File: config.mk
export PLATFORM = sky130hd
export DESIGN_NAME = mips_main_control
export DESIGN_NICKNAME = d
export VERILOG_FILES = /design/src/rtl/mips_main_control.sv
export SDC_FILE = /design/constraint.sdc
export NUM_CORES = 1
export LEC_CHECK = 0
export BUFFER_PORTS_ARGS = -buffer_cell sky130_fd_sc_hd__buf_2
export CORE_UTILIZATION = 30
export CTS_CLUSTER_SIZE = 20
export DETAILED_ROUTE_END_ITERATION = 7
export PLACE_DENSITY_LB_ADDON = 0.15
export SYNTH_ARGS = -nofsm -noshare
export SYNTH_HDL_FRONTEND = slang
export SYNTH_SLANG_ARGS = --single-unit
File: constraint.sdc
create_clock -name clk -period 1.7 [get_ports clk]
set_input_delay 0.34 -clock clk [delete_from_list [all_inputs] [get_ports clk]]
set_output_delay 0.34 -clock clk [all_outputs]
set_load 0.02 [all_outputs]
File: src/rtl/mips_main_control.sv
// mips_main_control: multicycle MIPS main control FSM (fetch/decode/execute/mem/writeback).
// Define MCTRL_MEM_WAIT_EN to stall FETCH, MEMRD and MEMWR until mem_ready.
module mips_main_control #(
  parameter logic [5:0] OP_RTYPE = 6'h00,
  parameter logic [5:0] OP_LW    = 6'h23,
  parameter logic [5:0] OP_SW    = 6'h2B,
  parameter logic [5:0] OP_BEQ   = 6'h04,
  parameter logic [5:0] OP_ADDI  = 6'h08,
  parameter logic [5:0] OP_J     = 6'h02
) (
  input  logic       clk,
  input  logic       reset,
  input  logic [5:0] op,
  input  logic       zero,
  input  logic       mem_ready,
  output logic       iord,
  output logic       mem_write,
  output logic       ir_write,
  output logic       reg_dst,
  output logic       mem_to_reg,
  output logic       reg_write,
  output logic       alu_src_a,
  output logic [1:0] alu_src_b,
  output logic [1:0] alu_op,
  output logic [1:0] pc_src,
  output logic       pc_en,
  output logic [3:0] state
);
  typedef enum logic [3:0] {
    FETCH = 4'd0, DECODE = 4'd1, MEMADR = 4'd2, MEMRD = 4'd3, MEMWB = 4'd4, MEMWR = 4'd5,
    RTYPEEX = 4'd6, RTYPEWB = 4'd7, BEQEX = 4'd8, ADDIEX = 4'd9, ADDIWB = 4'd10, JEX = 4'd11
  } state_t;
  state_t cur, nxt;
  logic mem_ok, pc_write, branch;
`ifdef MCTRL_MEM_WAIT_EN
  assign mem_ok = mem_ready;
`else
  logic unused_mem_ready;
  assign unused_mem_ready = mem_ready;
  assign mem_ok = 1'b1;
`endif
  always_ff @(posedge clk)
    if (reset) cur <= FETCH;
    else cur <= nxt;
  // Reset forces every enable and select low so an aborted instruction issues no partial write.
  always_comb begin
    nxt = FETCH;
    iord = 1'b0;
    mem_write = 1'b0;
    ir_write = 1'b0;
    reg_dst = 1'b0;
    mem_to_reg = 1'b0;
    reg_write = 1'b0;
    alu_src_a = 1'b0;
    alu_src_b = 2'b00;
    alu_op = 2'b00;
    pc_src = 2'b00;
    pc_write = 1'b0;
    branch = 1'b0;
    if (!reset)
      case (cur)
        FETCH: begin
          ir_write = mem_ok;
          pc_write = mem_ok;
          alu_src_b = 2'b01;
          nxt = mem_ok ? DECODE : FETCH;
        end
        DECODE: begin
          alu_src_b = 2'b11;
          nxt = (op == OP_LW || op == OP_SW) ? MEMADR :
                op == OP_RTYPE ? RTYPEEX :
                op == OP_BEQ   ? BEQEX :
                op == OP_ADDI  ? ADDIEX :
                op == OP_J     ? JEX : FETCH;
        end
        MEMADR: begin
          alu_src_a = 1'b1;
          alu_src_b = 2'b10;
          nxt = op == OP_LW ? MEMRD : op == OP_SW ? MEMWR : FETCH;
        end
        MEMRD: begin
          iord = 1'b1;
          nxt = mem_ok ? MEMWB : MEMRD;
        end
        MEMWB: begin
          reg_write = 1'b1;
          mem_to_reg = 1'b1;
        end
        MEMWR: begin
          iord = 1'b1;
          mem_write = 1'b1;
          nxt = mem_ok ? FETCH : MEMWR;
        end
        RTYPEEX: begin
          alu_src_a = 1'b1;
          alu_op = 2'b10;
          nxt = RTYPEWB;
        end
        RTYPEWB: begin
          reg_write = 1'b1;
          reg_dst = 1'b1;
        end
        BEQEX: begin
          alu_src_a = 1'b1;
          alu_op = 2'b01;
          pc_src = 2'b01;
          branch = 1'b1;
        end
        ADDIEX: begin
          alu_src_a = 1'b1;
          alu_src_b = 2'b10;
          nxt = ADDIWB;
        end
        ADDIWB: reg_write = 1'b1;
        JEX: begin
          pc_src = 2'b10;
          pc_write = 1'b1;
        end
        default: ;
      endcase
  end
  assign pc_en = pc_write | (branch & zero);
  assign state = cur;
endmodule
==> metrics.txt <==
Internal=0.227 mW; Fin. Hold Viols=0; HP Class=in -> reg; total CTS buffers=3; CP Data Required Time=1.36 ns; top cells by count, synth=nor3_1 (12), nor2_1 (7), a21oi_1 (5); Worst Path Arrival=1.30 ns; first-pass GRT wire length=2.01 mm; Post-Syn Area=482 µm²; clk_skew=0.000728 ns; post-route design area=790 µm²; Crit. End Element=output port; vias per std cell=5.23; synth unique cells=31; Routed Antenna Nets=0; Max FO, Critical Path=8; Compound-Gate Fraction of Synth Area=26.0%; Hold Buf Count CTS=0; RSZ-0062 raised after global routing=true; register area share after synthesis=16.6%; grt total ovfl=0; synth top area cells=dfxtp_1 (17%), nor3_1 (12%), a2111oi_2 (6.2%), nor2_1 (5.5%), a21oi_1 (5.2%); synthesized area per cell=7.30 µm²; CP Launch Type=register; Final Setup Violations=0; top-count cell post-synth=nor3_1; average wire per cell in the routed design=11.2 µm; main combinational cell family by area after synthesis=simple AND/OR/NAND/NOR gates; Port Buf Inserts=26; diode count=0; DP Wirelength=925 µm; async set-reset flop share out of synthesis=0%; Skew-Pair Late Insertion Delay=0.24 ns; first-pass iteration count of the detailed router=4; multi-input combinational cell area=413 µm²; adder-cell area share of the yosys netlist=0%; mux share of post-synthesis cell area=2.08%; Reg power frac=29.9%; syn_nets=76; starting density of the core=32.0%; Slew Limit Fails=0; DR iter-0 viols=5; worst slew pin tran=0.384 ns; number of global-route vias before repair=463; # DRC=0; initial antenna violation count=0; Tmin final=1.64 ns; status=finished, final reports clean; largest area contributor in the netlist=dfxtp_1; fin crit share=96.7%; Slew headroom=74.2%; Leak=0.352 nW; count of boundary I/O pins=28; max reg flops=4; final RePlAce weighted congestion=0.781; Pwr Density=425 nW/µm²; Sw Ratio=32.2%; via count=607; DP Area=641 µm²; area share of the largest cell type after synthesis=16.6%; chip width=42.1 µm; Die Height=42.1 µm; Final #Nets=112; CTS clock-pin slew for the worst setup and hold paths=0.04 ns; CTS sink count=4; FF+latch count, synth=4; Ys Warns=0; share of layout cells above drive strength 1=62.0%; EDFF count, synth=0; Synth Area in XOR/XNOR=5.45%; core area=1510 µm²; Simple-Gate Fraction of Synth Area=39.2%; share of total power in the clock network=35.7%; Mapped Cells=66; H-Tree Depth=1; NetSw=0.108 mW; Tot GR Track Use=14.6%; CTS root buffer=clkbuf_4; largest net degree at the start of global routing=11; max-cap violations=0; WL final=1.30 mm; die area=1770 µm²; Rows=14; Comb pwr share=34.4%; Sum Neg Setup Slack=0 ns; Crit Path Category=reg -> out; Achievable Freq=0.608 GHz; top_reg_cell synth=dfxtp_1; CTS tree=yes; Filler cells=160; worst vdd ir=0.000192 V; storage element area=92.6 µm²; area grow syn2layout=63.9%; Max Root-Sink Buffers=2
[layout make-up]
class                      instances  share of cell area [%]
sequential                         4                    11.7
tap                               16                    2.54
multi-input combinational         55                    52.3
timing repair buffer              37                    30.1
clock buffer                       3                    2.85
inverter                           1                   0.475
[timing repair]
action | in CTS | in global routing
pin swaps | 0 | 4
buffers inserted | 0 | 5
gates resized for setup | 5 | 21
hold endpoints to repair | 0 | 0
cloned | 0 | 0
setup endpoints to repair | 10 | 11
[path summary, 6_finish.rpt]
| kind | endpoint | from | cells after the start | slack, ns |
|---|---|---|---|---|
| hold / removal | state[3] | op[0] | 4 | 0.44 |
| hold reg to reg | state[2] | state[0] | 1 | 0.51 |
| setup / recovery | alu_src_b[1] | state[1] | 5 | 0.06 |
| setup reg to reg | state[1] | state[1] | 5 | 0.37 |
[through the flow]
stage | power (mW) | instances | hold WS (ns) | util [%] | setup slack [ns]
2_1_floorplan | 0.168 | 66 | 0.529 | - | -0.0640
4_1_cts | 0.325 | 111 | 0.435 | 44.9 | 0.00278
3_3_place_gp | 0.198 | 108 | 0.546 | 42.5 | 0.198
3_5_place_dp | 0.198 | 108 | 0.558 | 42.5 | 0.189
5_1_grt | 0.363 | 116 | 0.462 | 52.4 | -0.00648
6_report | 0.335 | 116 | 0.443 | 52.4 | 0.0553
[cells in the final DEF (no fill, tap or decap), drive strengths merged]
master and count:
o21a 1, or2 3, and3 1, a31oi 1, o21ai 1, o311ai 1
nor2 7, clkbuf 3, inv 1, nor2b 1, a21oi 5, nand2 4
a31o 1, and2 1, xnor2 2, dfxtp 4, xor2 1, mux2i 1
o2111ai 1, nor4 1, nor3 13, o22a 1, buf 37, o211ai 1
a2bb2oi 1, nand2b 4, a2111oi 2
[logic make-up after synthesis]
kind of cell,Yosys count
and+or+nand+nor,35
AOI/OAI and AO/OA,16
buffers and inverters,7
DFF,4
xor gates and xnor gates,3
muxes,1
[layer usage]
metal / GRT usage [%] / share of wire, % / vias to the layer above
met1: 21.5 / 48 / 283
li1: - / - / 308
met3: 1.29 / 3.9 / 2
met5: 0 / 0 / -
met4: 7.50 / 0.77 / 0
met2: 20.9 / 47 / 14
[power groups by stage]
| stage | logic [mW] | clock network [mW] | registers, mW |
|---|---|---|---|
| 3_3_place_gp | 0.0926 | 0 | 0.105 |
| 3_5_place_dp | 0.0930 | 0 | 0.105 |
| 4_1_cts | 0.0950 | 0.126 | 0.104 |
| 5_1_grt | 0.126 | 0.136 | 0.101 |
| 6_report | 0.115 | 0.120 | 0.100 |
| 2_1_floorplan | 0.0638 | 0 | 0.104 |
[critical path, stage by stage, from the launching register on]
cell	delay, ns
dfxtp_4	0.34
buf_4	0.17
nand2b_4	0.15
o21a_1	0.10
nor3_1	0.12
buf_2	0.19
Power figures use the tool's default switching activity.
